**config.mk**
```make
export PLATFORM = sky130hd
export DESIGN_NAME = pps_holdover_gen
export DESIGN_NICKNAME = d
export VERILOG_FILES = /design/src/rtl/pps_holdover_gen.sv
export SDC_FILE = /design/constraint.sdc
export NUM_CORES = 1
export LEC_CHECK = 0
export BUFFER_PORTS_ARGS = -buffer_cell sky130_fd_sc_hd__buf_2
export CORE_MARGIN = 3
export CORE_UTILIZATION = 40
export DETAILED_ROUTE_END_ITERATION = 6
export PLACE_DENSITY = 0.66
export SETUP_SLACK_MARGIN = 0.05
export SLEW_MARGIN = 20
export SYNTH_ARGS = -nofsm -noshare
export SYNTH_HDL_FRONTEND = slang
export SYNTH_SLANG_ARGS = --single-unit
```
**constraint.sdc**
```tcl
create_clock -name clk_62m5 -period 3.4 [get_ports clk_62m5]
set_input_delay 0 -clock clk_62m5 [delete_from_list [all_inputs] [get_ports clk_62m5]]
set_output_delay 0 -clock clk_62m5 [all_outputs]
set_load 0.01 [all_outputs]
```
**src/rtl/pps_holdover_gen.sv**
```systemverilog
// pps_holdover_gen: regenerates a clean one_pps from an external 1PPS input.
// It qualifies each external edge against the nominal second and locks after
// LOCK_COUNT good periods. When the reference disappears it free-runs at the
// last measured period.
module pps_holdover_gen #(
   parameter int unsigned NOMINAL    = 62500000,
   parameter int unsigned TOL        = 625,
   parameter int unsigned LOCK_COUNT = 3,
   parameter int unsigned PULSE_W    = 6250000,
   parameter int unsigned CW         = 27
) (
   input  logic          clk_62m5,
   input  logic          rst_n,
   input  logic          one_pps_ext,
   output logic          one_pps_out,
   output logic          locked,
   output logic          holdover,
   output logic [CW-1:0] period_meas,
   output logic [7:0]    missed_cnt
);

   localparam logic [1:0] ST_ACQ    = 2'd0;
   localparam logic [1:0] ST_LOCKED = 2'd1;
   localparam logic [1:0] ST_HOLD   = 2'd2;

   localparam logic [CW-1:0] LO_LIM  = CW'(NOMINAL - TOL);
   localparam logic [CW-1:0] HI_LIM  = CW'(NOMINAL + TOL);
   localparam logic [CW-1:0] TO_LIM  = CW'(NOMINAL + TOL + 1);
   localparam logic [CW-1:0] NOM_V   = CW'(NOMINAL);
   localparam logic [CW-1:0] ONE     = CW'(1);
   localparam logic [CW-1:0] CNT_MAX = {CW{1'b1}};
   localparam logic [3:0]    LOCK_N  = 4'(LOCK_COUNT);
   localparam int            PW_W    = (PULSE_W > 1) ? $clog2(PULSE_W) : 1;
   localparam logic [PW_W-1:0] PW_LOAD = PW_W'(PULSE_W - 1);

   logic            s1_q, s2_q, s3_q;
   logic [CW-1:0]   per_cnt_q, per_cnt_d;
   logic [1:0]      state_q, state_d;
   logic            have_ref_q, have_ref_d;
   logic [3:0]      good_cnt_q, good_cnt_d;
   logic [CW-1:0]   ho_cnt_q, ho_cnt_d;
   logic [CW-1:0]   period_q, period_d;
   logic [7:0]      missed_q, missed_d;
   logic            fire_q, fire_d;
   logic            out_q;
   logic [PW_W-1:0] pw_q;
   logic            locked_q, holdover_q;

   logic            ext_edge, good, timeout;
   logic [CW-1:0]   meas;
   logic [7:0]      missed_inc;
   logic [3:0]      good_inc;

   assign ext_edge   = s2_q & ~s3_q;
   assign meas       = per_cnt_q;
   assign good       = (meas >= LO_LIM) && (meas <= HI_LIM);
   assign timeout    = (per_cnt_q == TO_LIM) && !ext_edge;
   assign missed_inc = (missed_q == 8'hFF) ? missed_q : missed_q + 8'd1;
   assign good_inc   = good_cnt_q + 4'd1;

   // The edge cycle counts as elapsed cycle 0, so the register reads 1 on the
   // following cycle and holds the exact edge-to-edge distance at the next edge.
   always_comb begin
      per_cnt_d = per_cnt_q;
      if (ext_edge)
         per_cnt_d = ONE;
      else if (per_cnt_q != CNT_MAX)
         per_cnt_d = per_cnt_q + ONE;
   end

   // Acquisition / lock / holdover decisions and the fire request.
   always_comb begin
      state_d    = state_q;
      have_ref_d = have_ref_q;
      good_cnt_d = good_cnt_q;
      ho_cnt_d   = ho_cnt_q;
      period_d   = period_q;
      missed_d   = missed_q;
      fire_d     = 1'b0;
      case (state_q)
         ST_ACQ: begin
            if (ext_edge) begin
               if (!have_ref_q) begin
                  have_ref_d = 1'b1;
               end else if (good) begin
                  period_d   = meas;
                  good_cnt_d = good_inc;
                  if (good_inc == LOCK_N) begin
                     state_d  = ST_LOCKED;
                     fire_d   = 1'b1;
                     missed_d = 8'd0;
                  end
               end else begin
                  good_cnt_d = 4'd0;
               end
            end else if (timeout) begin
               have_ref_d = 1'b0;
               good_cnt_d = 4'd0;
            end
         end
         ST_LOCKED: begin
            if (ext_edge) begin
               if (good) begin
                  fire_d   = 1'b1;
                  period_d = meas;
               end else begin
                  state_d    = ST_ACQ;
                  good_cnt_d = 4'd0;
               end
            end else if (timeout) begin
               state_d  = ST_HOLD;
               fire_d   = 1'b1;
               ho_cnt_d = '0;
               missed_d = missed_inc;
            end
         end
         ST_HOLD: begin
            if (ext_edge) begin
               state_d    = ST_ACQ;
               good_cnt_d = 4'd0;
               have_ref_d = 1'b1;
            end else if (ho_cnt_q == period_q - ONE) begin
               fire_d   = 1'b1;
               ho_cnt_d = '0;
               missed_d = missed_inc;
            end else begin
               ho_cnt_d = ho_cnt_q + ONE;
            end
         end
         default: state_d = ST_ACQ;
      endcase
   end

   // Input synchronizer, period counter and FSM state registers.
   always_ff @(posedge clk_62m5 or negedge rst_n) begin
      if (!rst_n) begin
         s1_q       <= 1'b0;
         s2_q       <= 1'b0;
         s3_q       <= 1'b0;
         per_cnt_q  <= '0;
         state_q    <= ST_ACQ;
         have_ref_q <= 1'b0;
         good_cnt_q <= 4'd0;
         ho_cnt_q   <= '0;
         period_q   <= NOM_V;
         missed_q   <= 8'd0;
         fire_q     <= 1'b0;
      end else begin
         s1_q       <= one_pps_ext;
         s2_q       <= s1_q;
         s3_q       <= s2_q;
         per_cnt_q  <= per_cnt_d;
         state_q    <= state_d;
         have_ref_q <= have_ref_d;
         good_cnt_q <= good_cnt_d;
         ho_cnt_q   <= ho_cnt_d;
         period_q   <= period_d;
         missed_q   <= missed_d;
         fire_q     <= fire_d;
      end
   end

   // Output pulse: a fire (re)loads the width counter; state changes never cut it short.
   always_ff @(posedge clk_62m5 or negedge rst_n) begin
      if (!rst_n) begin
         out_q <= 1'b0;
         pw_q  <= '0;
      end else if (fire_q) begin
         out_q <= 1'b1;
         pw_q  <= PW_LOAD;
      end else if (out_q) begin
         if (pw_q == '0)
            out_q <= 1'b0;
         else
            pw_q <= pw_q - 1'b1;
      end
   end

   // Registered state decodes for status reporting.
   always_ff @(posedge clk_62m5 or negedge rst_n) begin
      if (!rst_n) begin
         locked_q   <= 1'b0;
         holdover_q <= 1'b0;
      end else begin
         locked_q   <= (state_q == ST_LOCKED);
         holdover_q <= (state_q == ST_HOLD);
      end
   end

   assign one_pps_out = out_q;
   assign locked      = locked_q;
   assign holdover    = holdover_q;
   assign period_meas = period_q;
   assign missed_cnt  = missed_q;

endmodule
```
Yosys cells after proc, flatten, opt, wreduce, memory -nomap -nowiden:

Cells that the tools add are included.

* $add $sub $neg: 6
* $lt $le $gt $ge: 2
* equality and inequality tests: 23
* muxes and demuxes: 59
* bitwise logic cells: 2
* reductions and logical operators: 18

Operators with widths (count)
* $mux W27: 10
* $pmux W27 S2: 2
* $mux W8: 9
* $mux W23: 3
* $add A27 B1 Y27 const B: 2
* $mux W4: 7
* $eq A27 B26 Y1 const B: 1
* $eq A27 B27 Y1: 1
* $ge A27 B26 Y1 const B: 1
* $le A27 B26 Y1 const B: 1
* $ne A27 B27 Y1 const B: 1
* $sub A27 B1 Y27 const B: 1
* $ne A2 B2 Y1 const B: 12
* $pmux W8 S3: 1
* $logic_not A23 Y1: 1
* $sub A23 B1 Y23 const B: 1
* $mux W2: 8
* $mux W1: 15
* $ne A3 B3 Y1 const B: 4
* $pmux W4 S3: 1
* $reduce_bool A2 Y1: 5
* $reduce_and A9 Y1: 1
* $add A8 B1 Y8 const B: 1
* $eq A8 B8 Y1 const B: 1
* 18 further kinds: 20

* bits in registers: 126
* output and inout bits: 38

Longest topological paths before layout:

Gate-level depths: netlist of run 1.

* depth in word-level cells: 7
* gate-level depth with buffers: 11
* gate-level depth less buffers: 10

Least setup slack after synthesis of run 1:

Ideal clock, no wire load.

* path kind: reg2reg
* start point: register period_q[0], in the netlist period_meas[0]
* end point: register missed_q[4], in the netlist missed_cnt[4]
* setup time: 0.124 ns
* arrival: 3.183 ns
* path slack: 0.093 ns
* cell stages (with the launch flop): 12
* period minus slack after synthesis: 3.307 ns
* cells stage by stage: dfrtp_1 -> inv_1 -> ha_1 -> or3b_2 -> nor4_4 -> nand3_1 -> a2111o_1 -> nor4_4 -> a31o_2 -> nand2b_1 -> buf_2 -> a211o_1

* longest elaborated chain between the ends: 4

RTL lines
* start: declaration: RTL line 42 `logic [CW-1:0] period_q, period_d;`
* start signal: assignment: RTL line 157 `period_q <= period_d;`
* $sub A27 B1 Y27: RTL line 122 `end else if (ho_cnt_q == period_q - ONE) begin`
* $eq A27 B27 Y1: RTL line 122
* $ne A2 B2 Y1 (no line)
* $reduce_and A9 Y1 (no line)
* end signal: assignment: RTL line 158 `missed_q <= missed_d;`
* end: declaration: RTL line 43 `logic [7:0] missed_q, missed_d;`

No other way between the ends.
A chain may end at the register's enable or synchronous reset.

Worst setup path after layout of run 1:

* start point: register period_q[1], in the netlist period_meas[1]
* end point: register missed_q[4], in the netlist missed_cnt[4]

Same word-level chain as after synthesis.

==> summary.md, run 1 <==
| Metric | Value |
|---|---|
| Outcome | complete, no violations |
| Minimum period implied by the final worst setup slack | around 3.1 ns |
| Fraction of final layout cells sized beyond drive strength 1 | about 16% |
| Core area | about 0.017 mm2 |
| Clock-pin slew of the registers on the worst-case setup and hold paths | about 0.06 ns |
| Number of synthesized flops with an enable pin | 0 |
| Overall die height | about 140 um |
| Most frequently used flop master after synthesis | sky130_fd_sc_hd__dfrtp_1 |
| Path type of the worst min-delay path | in -> async |
| Sum of met3 wire segment lengths after detailed routing | 615 um |
| Yosys synthesis warning count | 0 |
| Detailed-router iteration count before antenna repair | 7 |
| Fillcell total | around 1,600 |
| Endpoints failing hold | 0 |
| DRT antenna net count | 0 |
| Cell area after layout | about 0.0083 mm2 |
| Achievable Freq | about 320 MHz |
| Cell count after synthesis | between 700 and 800 |
| Total setup buffers inserted after CTS | 0 |
| Number of levels in the clock H-tree | 4 |
| Port bufs | 40 |
| Post-synth top area cell | sky130_fd_sc_hd__dfrtp_1 |
| Endpoint kind of the worst setup timing path | flop |
| Clock buffers created by TritonCTS | 17 |
| Max-cap violations | 0 |
| Clock tree from TritonCTS | built |
| Number of DRC markers after the initial detailed-route iteration | approximately 350 |
| Largest cells by area after synthesis | sky130_fd_sc_hd__dfrtp_1 40%, sky130_fd_sc_hd__xnor2_1 6.9%, sky130_fd_sc_hd__nor2_1 5.5%, sky130_fd_sc_hd__dfstp_2 4.8%, sky130_fd_sc_hd__xor2_1 4.8% |
| Share of synthesized area occupied by flip-flops and latches | ~44% |
| Largest net degree at the start of global routing | 76 |
| Leakage Power | 3.95 nW |
| Number of max-slew violations in the final report | 0 |
| Clk buf depth | 2 |
| Portion of the clock cycle consumed by the worst path in the final layout | about nine tenths |
| Number of design rule violations left after detail routing | 0 |
| Clock latency on the worst-skew pair | about 0.42 ns |
| Async SR Flop Fraction | 100% |
| Arithmetic-cell share of the synthesized area counting full adders, half adders and majority gates | around 2.3% |
| Most frequent standard cell in the layout excluding fill and tap cells | sky130_fd_sc_hd__dfrtp_1 |
| Total Routed Length | between 15 and 20 mm |
| Crit Path Max Fanout | 8 |
| Sum of routed wire segments on met1 | 7.71 mm |
| Clock tree root buffer cell | sky130_fd_sc_hd__clkbuf_16 |
| Main combinational cell family by area after synthesis | simple AND/OR/NAND/NOR gates |
| Maximum resistive drop on vdd | between 0.4 and 0.5 mV |
| Setup TNS after final layout | 0 ns |
| Routed vias/inst | around 5.4 |
| Portion of synthesized cell area occupied by the leading cell type | between 30% and 40% |
| Uppermost layer routed | met4 |
| Crit path arrival time | roughly 3.4 ns |
| Start-to-end type of the worst setup path | reg -> reg |
| Fraction of synthesized area in multiplexers | approximately 2.3% |
| Start of the worst register-to-register path | period_meas[1] |
| Vias after detailed routing | roughly 5,600 |
| RePlAce Congestion | approximately 0.9 |
| Number of antenna repair diodes | 0 |
| #FFs+latches synth | around 130 |
| Met2 wire length | 7.57 mm |
| Most frequent cells in the layout | 113 x sky130_fd_sc_hd__dfrtp_1, 104 x sky130_fd_sc_hd__nor2_1, 56 x sky130_fd_sc_hd__xnor2_1, 39 x sky130_fd_sc_hd__xor2_1, 39 x sky130_fd_sc_hd__buf_2 |
| Power density over the cells | between 400 and 500 mW/mm2 |
| Xor and xnor area share after synthesis | between 10% and 20% |
| Setup repair after global routing missed its margin | false |
| Critical path origin | period_meas[1] |
| Critical Path RT | between 3 and 4 ns |
| Critical Path Start Type | flop |
| Fin Clk Skew | 0.00958 ns |
| Relative area change from synthesis to final layout | 16.6% |
| Final core utilization | a little under half |
| Transition time of the tightest slew-check pin | between 0.8 and 0.9 ns |
| Number of nets in the synthesized netlist | 770 |
| Average wire per standard cell | 15.5 um |
| Wire length of the first global-routing pass | 27.7 mm |
| Standard-cell row count | 48 |
| Die footprint | approximately 0.019 mm2 |
| Ports | 41 |
| Area of the mapped netlist | 0.00713 mm2 |
| Initial antenna violation count | 0 |
| Initial Utilization | about two fifths |
| Syn Area/Cell | roughly 9.5 um2 |
| Post-synthesis cell type count | 66 |
| Number of clock sinks | around 130 |
| Die width | 139 um |
| Half-perimeter wire length of the detailed placement result | roughly 11 mm |
| Post-synthesis simple-gate area fraction | a little over a quarter |
| Final number of setup-violating endpoints | 0 |
| All-layer global routing usage | 17.3% |
| Area post-placement | 0.00767 mm2 |
| Total overflow reported by the global router | 0 |
| Worst slew margin relative to its limit | about 42% |
| Complex-gate fraction of the synthesized area | 9.95% |
| NumNets Final | slightly above 800 |
| Via count of the first global-routing pass | around 5,400 |
state kept, by name, indices dropped and copies added, names as in the netlist:
name / cells
period_meas: 27
locked: 1
holdover: 1
have_ref_q: 1
state_q: 2
s3_q: 1
ho_cnt_q: 27
fire_q: 1
s2_q: 1
pw_q: 23
missed_cnt: 8
good_cnt_q: 4
one_pps_out: 1
s1_q: 1
meas: 27
worst max-delay path, cell delays in order, from the launching register on:
cell and delay (ns):
sky130_fd_sc_hd__dfrtp_1 0.42, sky130_fd_sc_hd__inv_1 0.07, sky130_fd_sc_hd__ha_1 0.16, sky130_fd_sc_hd__or3b_2 0.52, sky130_fd_sc_hd__nor4_4 0.30, sky130_fd_sc_hd__nand3_1 0.13
sky130_fd_sc_hd__a2111o_1 0.47, sky130_fd_sc_hd__nor4_4 0.21, sky130_fd_sc_hd__a31o_2 0.29, sky130_fd_sc_hd__nand2b_2 0.15, sky130_fd_sc_hd__a211o_1 0.31
stage by stage:
| stage | std cells | total power, mW | hold WS [ns] | worst slack [ns] |
|---|---|---|---|---|
| global placement | 1011 | 1.68 | 0.0786 | 0.157 |
| floorplan | 754 | 1.63 | -0.296 | 0.0932 |
| CTS | 1045 | 3.53 | 0.196 | 0.113 |
| global route | 1045 | 3.62 | 0.221 | 0.0573 |
| finish | 1045 | 3.49 | 0.172 | 0.274 |
| detailed placement | 1011 | 1.69 | 0.0811 | 0.0415 |
cell usage after synthesis (14+ instances only):
| library cell | instances |
|---|---|
| sky130_fd_sc_hd__inv_1 | 21 |
| sky130_fd_sc_hd__nand4_1 | 22 |
| sky130_fd_sc_hd__nand3_1 | 35 |
| sky130_fd_sc_hd__nand2_1 | 36 |
| sky130_fd_sc_hd__and3_1 | 14 |
| sky130_fd_sc_hd__nor3_1 | 24 |
| sky130_fd_sc_hd__clkbuf_1 | 22 |
| sky130_fd_sc_hd__xor2_1 | 39 |
| sky130_fd_sc_hd__dfrtp_1 | 113 |
| sky130_fd_sc_hd__xnor2_1 | 56 |
| sky130_fd_sc_hd__a21oi_1 | 15 |
| sky130_fd_sc_hd__o21ai_0 | 25 |
| sky130_fd_sc_hd__nand2b_1 | 31 |
| sky130_fd_sc_hd__nor4_1 | 17 |
| sky130_fd_sc_hd__nor2_1 | 104 |
path summary, 6_finish.rpt:
path	end	slack, ns	cells past startpoint
worst max-delay path	missed_cnt[4]	0.27	10
min in group clk_62m5	s1_q	0.22	2
worst min-delay path	ho_cnt_q[21]	0.17	2
worst max register to register	missed_cnt[4]	0.27	10
worst min register to register	s2_q	0.37	0
max in group asynchronous	meas[19]	2.42	3
cell type report:
type	instances	area, um2	share of cell area [%]
Multi-Input combinational cell	578	3780	45.5
Sequential cell	126	3170	38.2
Clock buffer	21	450	5.42
Timing Repair Buffer	63	405	4.88
Tap cell	225	282	3.39
Clock inverter	11	141	1.70
Inverter	21	78.8	0.949
repair_timing:
item / CTS / global route
hold endpoints to repair: 39 / 0
cloned: 0 / 0
gates resized for setup: 1 / 2
hold buffers: 2 / 0
setup endpoints to repair: 1 / 12
pin swaps: 0 / 1
layer usage:
layer  vias up  track usage, %
met5         -               0
met4         0            6.33
met3        22            4.05
met1      2695            23.8
met2       115            26.9
li1       2794               -
kinds of logic after synthesis:
| family | Yosys count |
|---|---|
| AO/OA/AOI/OAI | 102 |
| flip-flops | 126 |
| adder cells (fa/ha/maj) | 13 |
| buffers and inverters | 50 |
| AND/OR/NAND/NOR | 353 |
| multiplexers | 15 |
| XOR/XNOR | 95 |
where the power goes:
group | total [mW] | switching [mW] | internal (mW)
combinational | 0.0970 | 0.0650 | 0.0320
sequential | 1.57 | 0.0427 | 1.52
clock | 1.83 | 0.659 | 1.17
No activity file was read; power rests on OpenSTA's default activity.
==> run 2, diff against run 1 <==
--- a/config.mk
+++ b/config.mk
@@ -10,6 +10,7 @@
 export CORE_UTILIZATION = 40
 export DETAILED_ROUTE_END_ITERATION = 6
 export PLACE_DENSITY = 0.66
+export REMOVE_ABC_BUFFERS = 1
 export SETUP_SLACK_MARGIN = 0.05
 export SLEW_MARGIN = 20
 export SYNTH_ARGS = -nofsm -noshare
==> run 2 against run 1 <==
Total power is 0.85% higher. Clock skew is 0.0017 ns higher. Die area stayed put. Clock power hardly changed. Sequential share of layout area is 0.16 points lower. Global-route usage is 0.25 points lower. Largest power group unchanged.
==> summary.md, run 2 (synthesis results as in run 1) <==
| Metric | Value |
|---|---|
| Outcome | complete, no violations (unchanged) |
| Minimum hold slack | 0.170 ns (was 0.172 ns) |
| Cell area after layout | 0.00834 mm2 (was 0.00831 mm2) |
| Detailed-router iteration count before antenna repair | 5 (was 7) |
| Endpoint kind of the worst setup timing path | flop (unchanged) |
| Number of levels in the clock H-tree | 4 (unchanged) |
| Max-cap violations | 0 (unchanged) |
| Final number of setup-violating endpoints | 0 (unchanged) |
| Largest net degree at the start of global routing | 73 (was 76) |
| Endpoints failing hold | 0 (unchanged) |
| Overall die height | 139 um (unchanged) |
| Final core utilization | 48.1% (was 47.9%) |
| Clock buffers created by TritonCTS | 17 (unchanged) |
| Transition time of the tightest slew-check pin | 0.697 ns (was 0.863 ns) |
| NumNets Final | 825 (was 823) |
| Setup repair after global routing missed its margin | false (unchanged) |
| Fin Clk Skew | 0.0112 ns (was 0.00958 ns) |
| Number of design rule violations left after detail routing | 0 (unchanged) |
| Achievable Freq | 313 MHz (was 320 MHz) |
| Area post-placement | 0.00767 mm2 (about the same) |
| Leakage Power | 3.97 nW (was 3.95 nW) |
| Clock-pin slew of the registers on the worst-case setup and hold paths | 0.06 ns (about the same) |
| Total overflow reported by the global router | 0 (unchanged) |
| Clock tree root buffer cell | sky130_fd_sc_hd__clkbuf_16 (unchanged) |
| Routed vias/inst | 5.39 (was 5.38) |
| Critical Path Start Type | flop (unchanged) |
| Worst setup slack after layout | 0.206 ns (was 0.274 ns) |
| Core area | 0.0174 mm2 (unchanged) |
| Initial antenna violation count | 0 (unchanged) |
| Wire length of the first global-routing pass | 27.3 mm (was 27.7 mm) |
| Clock tree from TritonCTS | built (unchanged) |
| Relative area change from synthesis to final layout | 17.0% (was 16.6%) |
| Power density over the cells | 422 mW/mm2 (was 420 mW/mm2) |
| Most frequent standard cell in the layout excluding fill and tap cells | sky130_fd_sc_hd__dfrtp_1 (unchanged) |
| RePlAce Congestion | 0.872 (was 0.878) |
| Ports | 41 (unchanged) |
| Fillcell total | 1,615 (was 1,589) |
| Worst slew margin relative to its limit | 53.5% (was 42.0%) |
| Maximum resistive drop on vdd | 0.360 mV (was 0.434 mV) |
| All-layer global routing usage | 17.1% (was 17.3%) |
| Start-to-end type of the worst setup path | reg -> reg (unchanged) |
| Pre-CTS setup slack | 0.0807 ns (was 0.0415 ns) |
| Via count of the first global-routing pass | 5,503 (was 5,371) |
| Most frequent cells in the layout | 113 x sky130_fd_sc_hd__dfrtp_1, 104 x sky130_fd_sc_hd__nor2_1, 56 x sky130_fd_sc_hd__xnor2_1, 39 x sky130_fd_sc_hd__xor2_1, 39 x sky130_fd_sc_hd__buf_2 (unchanged) |
| Clock latency on the worst-skew pair | 0.43 ns (was 0.42 ns) |
| Number of DRC markers after the initial detailed-route iteration | 336 (was 347) |
| Initial Utilization | 41.1% (unchanged) |
| Die footprint | 0.0195 mm2 (unchanged) |
| Standard-cell row count | 48 (unchanged) |
| Crit path arrival time | 3.51 ns (was 3.43 ns) |
| Biggest cell delay along the critical path | 0.61 ns (was 0.52 ns) |
| Cells along the critical path | buf_4, or4_1, nor3_2, a21oi_1, or4b_1, nor4_4, a31o_4, nand2b_2, a211o_1 (was inv_1, ha_1, or3b_2, nor4_4, nand3_1, a2111o_1, nor4_4, a31o_2, nand2b_2, a211o_1) |
| Path type of the worst min-delay path | in -> async (unchanged) |
| DRT antenna net count | 0 (unchanged) |
| Number of antenna repair diodes | 0 (unchanged) |
| Setup TNS after final layout | 0 ns (unchanged) |
| Cell with the largest stage delay on the worst path | sky130_fd_sc_hd__or4_1 (was sky130_fd_sc_hd__or3b_2) |
| Tot Pwr | 3.52 mW (was 3.49 mW) |
| Vias after detailed routing | 5,641 (was 5,626) |
| Average wire per standard cell | 15.4 um (was 15.5 um) |
| Total Routed Length | 16.1 mm (was 16.2 mm) |
| Number of max-slew violations in the final report | 0 (unchanged) |
| DP Cell Count | 1,012 (was 1,011) |
| Critical Path RT | 3.71 ns (about the same) |
| Port bufs | 40 (unchanged) |
| Fraction of final layout cells sized beyond drive strength 1 | 16.7% (was 16.1%) |
| Number of clock sinks | 126 (unchanged) |
| Crit Path Max Fanout | 8 (unchanged) |
| Non-filler cells in the finished layout | 1,047 (was 1,045) |
| Clk buf depth | 2 (unchanged) |
| Minimum period implied by the final worst setup slack | 3.19 ns (was 3.13 ns) |
| Half-perimeter wire length of the detailed placement result | 11.4 mm (was 11.3 mm) |
| Portion of the clock cycle consumed by the worst path in the final layout | 93.9% (was 91.9%) |
| Die width | 139 um (unchanged) |
==> run 2: repair_timing <==
item,CTS,global route
hold buffers,2,0
endpoints found under the setup margin,0,29
endpoints found under the hold margin,42,0
buffers inserted,0,1
gates resized for setup,0,6
==> run 2: report_power, final <==
part / internal (mW) / switching (mW) / leakage (nW) / total, mW
logic: 0.0320 / 0.0649 / 1.98 / 0.0969
registers: 1.52 / 0.0393 / 1.69 / 1.56
clock network: 1.18 / 0.676 / 0.295 / 1.86
==> run 2: layout make-up <==
type                    count  area [um2]  area share, %
repair buffers             65         408           4.89
well taps                 225         282           3.37
flip-flops and latches    126        3170           38.0
inverters                  21        78.8          0.945
clock buffers              20         457           5.47
multi-input cells         578        3800           45.6
clock inverters            12         144           1.72
==> run 2: critical path, delay by kind of cell, from the launching register on <==
| kind | cells | cell delay [ns] |
|---|---|---|
| AOI/OAI and AO/OA | 3 | 0.66 |
| buffers and inverters | 1 | 0.16 |
| DFF | 1 | 0.37 |
| and+or+nand+nor | 5 | 1.91 |
==> run 2: path summary, 6_finish.rpt <==
check | slack, ns | end | startpoint | depth (start not counted)
max | 0.21 | missed_cnt[4] | period_meas[0] | 9
min | 0.17 | ho_cnt_q[23] | rst_n | 2
max reg2reg | 0.21 | missed_cnt[4] | period_meas[0] | 9
min reg2reg | 0.35 | s2_q | s1_q | 0
max in group asynchronous | 2.41 | meas[23] | rst_n | 3
min in group clk_62m5 | 0.21 | s1_q | one_pps_ext | 2
==> run 2: per-layer routing <==
| metal | vias to the layer above | GRT usage (%) | share of wire, % |
|---|---|---|---|
| met4 | 0 | 6.23 | 2.0 |
| met3 | 24 | 3.75 | 2.8 |
| met2 | 84 | 27.4 | 47 |
| met5 | - | 0 | 0 |
| li1 | 2797 | - | - |
| met1 | 2736 | 22.9 | 48 |
==> run 3, diff against run 2 <==
--- a/config.mk
+++ b/config.mk
@@ -6,6 +6,7 @@
 export NUM_CORES = 1
 export LEC_CHECK = 0
 export BUFFER_PORTS_ARGS = -buffer_cell sky130_fd_sc_hd__buf_2
+export CORE_ASPECT_RATIO = 1.1
 export CORE_MARGIN = 3
 export CORE_UTILIZATION = 40
 export DETAILED_ROUTE_END_ITERATION = 6
==> constraint.sdc (replaced) <==
create_clock -name clk_62m5 -period 3.4 [get_ports clk_62m5]
set_input_delay 0.17 -clock clk_62m5 [delete_from_list [all_inputs] [get_ports clk_62m5]]
set_output_delay 0.17 -clock clk_62m5 [all_outputs]
set_load 0.01 [all_outputs]
==> run 3 against run 2 <==
Count of clock-buffer cells in the layout grew 5. Worst hold slack better by 0.19 ns. Design area increased by 0.21%. Sequential cell count stayed put. Worst setup slack worse by 0.017 ns.
==> summary.md, run 3 (synthesis results as in run 1) <==
| Metric | Value |
|---|---|
| Outcome | complete, no violations (unchanged) |
| Total overflow reported by the global router | 0 (unchanged) |
| Clock buffers created by TritonCTS | 17 (unchanged) |
| Achievable Freq | 311 MHz (was 313 MHz) |
| Core area | 0.0173 mm2 (was 0.0174 mm2) |
| Cell with the largest stage delay on the worst path | sky130_fd_sc_hd__or3b_2 (was sky130_fd_sc_hd__or4_1) |
| Cell area after layout | 0.00836 mm2 (was 0.00834 mm2) |
| All-layer global routing usage | 17.1% (about the same) |
| Endpoint kind of the worst setup timing path | flop (unchanged) |
| Clk buf depth | 2 (unchanged) |
| Clock-pin slew of the registers on the worst-case setup and hold paths | 0.05 ns (was 0.06 ns) |
| DRT antenna net count | 0 (unchanged) |
| Initial Utilization | 41.3% (was 41.1%) |
| Portion of the clock cycle consumed by the worst path in the final layout | 94.4% (was 93.9%) |
| Clock tree root buffer cell | sky130_fd_sc_hd__clkbuf_16 (unchanged) |
| Sequential Area | 0.00317 mm2 (unchanged) |
| Average wire per standard cell | 15.0 um (was 15.4 um) |
| Number of DRC markers after the initial detailed-route iteration | 331 (was 336) |
| Die footprint | 0.0195 mm2 (about the same) |
| Number of cells on the worst reg-to-reg path | 13 (was 9) |
| Cell depth of the worst hold path | 0 |
| DP Cell Count | 1,024 (was 1,012) |
| Dominant delay contributor by cell family on the critical path | simple AND/OR/NAND/NOR gates (unchanged) |
| Sum of met3 wire segment lengths after detailed routing | 576 um (was 454 um) |
| Leakage Power | 3.98 nW (was 3.97 nW) |
| Die width | 133 um (was 139 um) |
| Start-to-end type of the worst setup path | reg -> reg (unchanged) |
| Number of design rule violations left after detail routing | 0 (unchanged) |
| Setup repair after global routing missed its margin | true (was false) |
| Initial antenna violation count | 0 (unchanged) |
| Maximum resistive drop on vdd | 0.323 mV (was 0.360 mV) |
| Routed vias/inst | 5.32 (was 5.39) |
| Overall die height | 146 um (was 139 um) |
| Critical Path Start Type | flop (unchanged) |
| RePlAce Congestion | 0.854 (was 0.872) |
| Largest net degree at the start of global routing | 65 (was 73) |
| Power density over the cells | 424 mW/mm2 (was 422 mW/mm2) |
| Minimum period implied by the final worst setup slack | 3.21 ns (was 3.19 ns) |
| Critical Path RT | 3.67 ns (was 3.71 ns) |
| Relative area change from synthesis to final layout | 17.3% (was 17.0%) |
| Crit path top cell by count | sky130_fd_sc_hd__buf_4 |
| Biggest cell delay along the critical path | 0.51 ns (was 0.61 ns) |
| Transition time of the tightest slew-check pin | 0.822 ns (was 0.697 ns) |
| Total area of multi-input combinational cells | 0.00379 mm2 (was 0.00380 mm2) |
| Number of antenna repair diodes | 0 (unchanged) |
| Detailed-router iteration count before antenna repair | 5 (unchanged) |
| Area post-placement | 0.00770 mm2 (was 0.00767 mm2) |
| Final core utilization | 48.4% (was 48.1%) |
| Via count of the first global-routing pass | 5,615 (was 5,503) |
| Standard-cell row count | 50 (was 48) |
| Clock tree from TritonCTS | built (unchanged) |
| Number of clock sinks | 126 (unchanged) |
| Ports | 41 (unchanged) |
| Vias after detailed routing | 5,622 (was 5,641) |
| Max-cap violations | 0 (unchanged) |
| Met2 wire length | 7.70 mm (was 7.60 mm) |
| Wire length of the first global-routing pass | 27.4 mm (was 27.3 mm) |
| Worst slew margin relative to its limit | 45.2% (was 53.5%) |
| Tot Pwr | 3.55 mW (was 3.52 mW) |
| Fillcell total | 1,649 (was 1,615) |
| Most frequent cells in the layout | 113 x sky130_fd_sc_hd__dfrtp_1, 104 x sky130_fd_sc_hd__nor2_1, 56 x sky130_fd_sc_hd__xnor2_1, 39 x sky130_fd_sc_hd__xor2_1, 39 x sky130_fd_sc_hd__buf_2 (unchanged) |
| Number of max-slew violations in the final report | 0 (unchanged) |
| Buffers & Inverters on Critical Path | 4 (was 1) |
| Fin Clk Skew | 0.00808 ns (was 0.0112 ns) |
| Clock latency on the worst-skew pair | 0.42 ns (was 0.43 ns) |
| Half-perimeter wire length of the detailed placement result | 11.2 mm (was 11.4 mm) |
| Most frequent standard cell in the layout excluding fill and tap cells | sky130_fd_sc_hd__dfrtp_1 (unchanged) |
| Uppermost layer routed | met4 (unchanged) |
| Path type of the worst min-delay path | reg -> reg (was in -> async) |
| Crit Path Max Fanout | 10 (was 8) |
| Number of levels in the clock H-tree | 4 (unchanged) |
| Sum of routed wire segments on met1 | 7.25 mm (was 7.70 mm) |
| Fraction of final layout cells sized beyond drive strength 1 | 16.7% (unchanged) |
| Non-filler cells in the finished layout | 1,056 (was 1,047) |
| Cells along the critical path | inv_1, ha_1, or3b_2, nor4_4, buf_4, nand4_1, xnor2_1, a2111oi_2, buf_4, a31oi_1, buf_4, o21ai_0, o311ai_2 (was buf_4, or4_1, nor3_2, a21oi_1, or4b_1, nor4_4, a31o_4, nand2b_2, a211o_1) |
| Endpoints failing hold | 0 (unchanged) |
| Worst path depth | 13 (was 9) |
| Total Routed Length | 15.9 mm (was 16.1 mm) |
| NumNets Final | 827 (was 825) |
| Port bufs | 40 (unchanged) |
| Final number of setup-violating endpoints | 0 (unchanged) |
| Crit path arrival time | 3.48 ns (was 3.51 ns) |
## run 3: changes by cell type in the layout (fill, tap and decap cells not counted), moves of 2 or more
cell,delta
sky130_fd_sc_hd__buf_4,+2
sky130_fd_sc_hd__clkbuf_8,+3
sky130_fd_sc_hd__clkinvlp_4,-2
sky130_fd_sc_hd__clkinv_2,-5
sky130_fd_sc_hd__clkbuf_1,+2
## run 3: cell type report
type / count / area share, %
Clock buffer: 25 / 6.05
Clock inverter: 5 / 1.24
Inverter: 21 / 0.943
Multi-Input combinational cell: 578 / 45.3
Sequential cell: 126 / 37.9
Tap cell: 234 / 3.50
Timing Repair Buffer: 67 / 5.06
## run 3: metrics by stage
| stage | hold slack, ns | TNS (ns) | setup WS [ns] |
|---|---|---|---|
| global placement | 0.282 | 0 | 0.196 |
| detailed placement | 0.283 | 0 | 0.128 |
| finish | 0.358 | 0 | 0.190 |
| global route | 0.377 | 0 | 0.00905 |
| CTS | 0.358 | 0 | 0.0985 |
| floorplan | -0.126 | -6.90 | -0.345 |
## run 3: metal layers
metal / track usage (%) / vias up
met5: 0 / -
met4: 5.97 / 0
met2: 28.4 / 101
met3: 4.05 / 28
li1: - / 2789
met1: 22.0 / 2704
## run 3: worst paths after layout
kind                              endpoint            from  slack, ns
max                          missed_cnt[6]  period_meas[1]       0.19
min                                   s2_q            s1_q       0.36
max reg2reg                  missed_cnt[6]  period_meas[1]       0.19
min reg2reg                           s2_q            s1_q       0.36
max in group asynchronous         pw_q[20]           rst_n       2.06
min in group asynchronous  period_meas[12]           rst_n       0.39
## run 3: repair_timing
item / 4_1_cts / 5_1_grt
buffers inserted: 0 / 0
endpoints found under the hold margin: 57 / 0
hold buffers: 2 / 0
gates resized for setup: 0 / 5
setup endpoints to repair: 0 / 28
## run 3: power breakdown
group	total (mW)	leakage, nW	switching [mW]	internal (mW)
Sequential	1.56	1.69	0.0415	1.52
Combinational	0.0980	1.99	0.0658	0.0322
Clock	1.88	0.299	0.641	1.24
Total	3.55	3.98	0.748	2.80
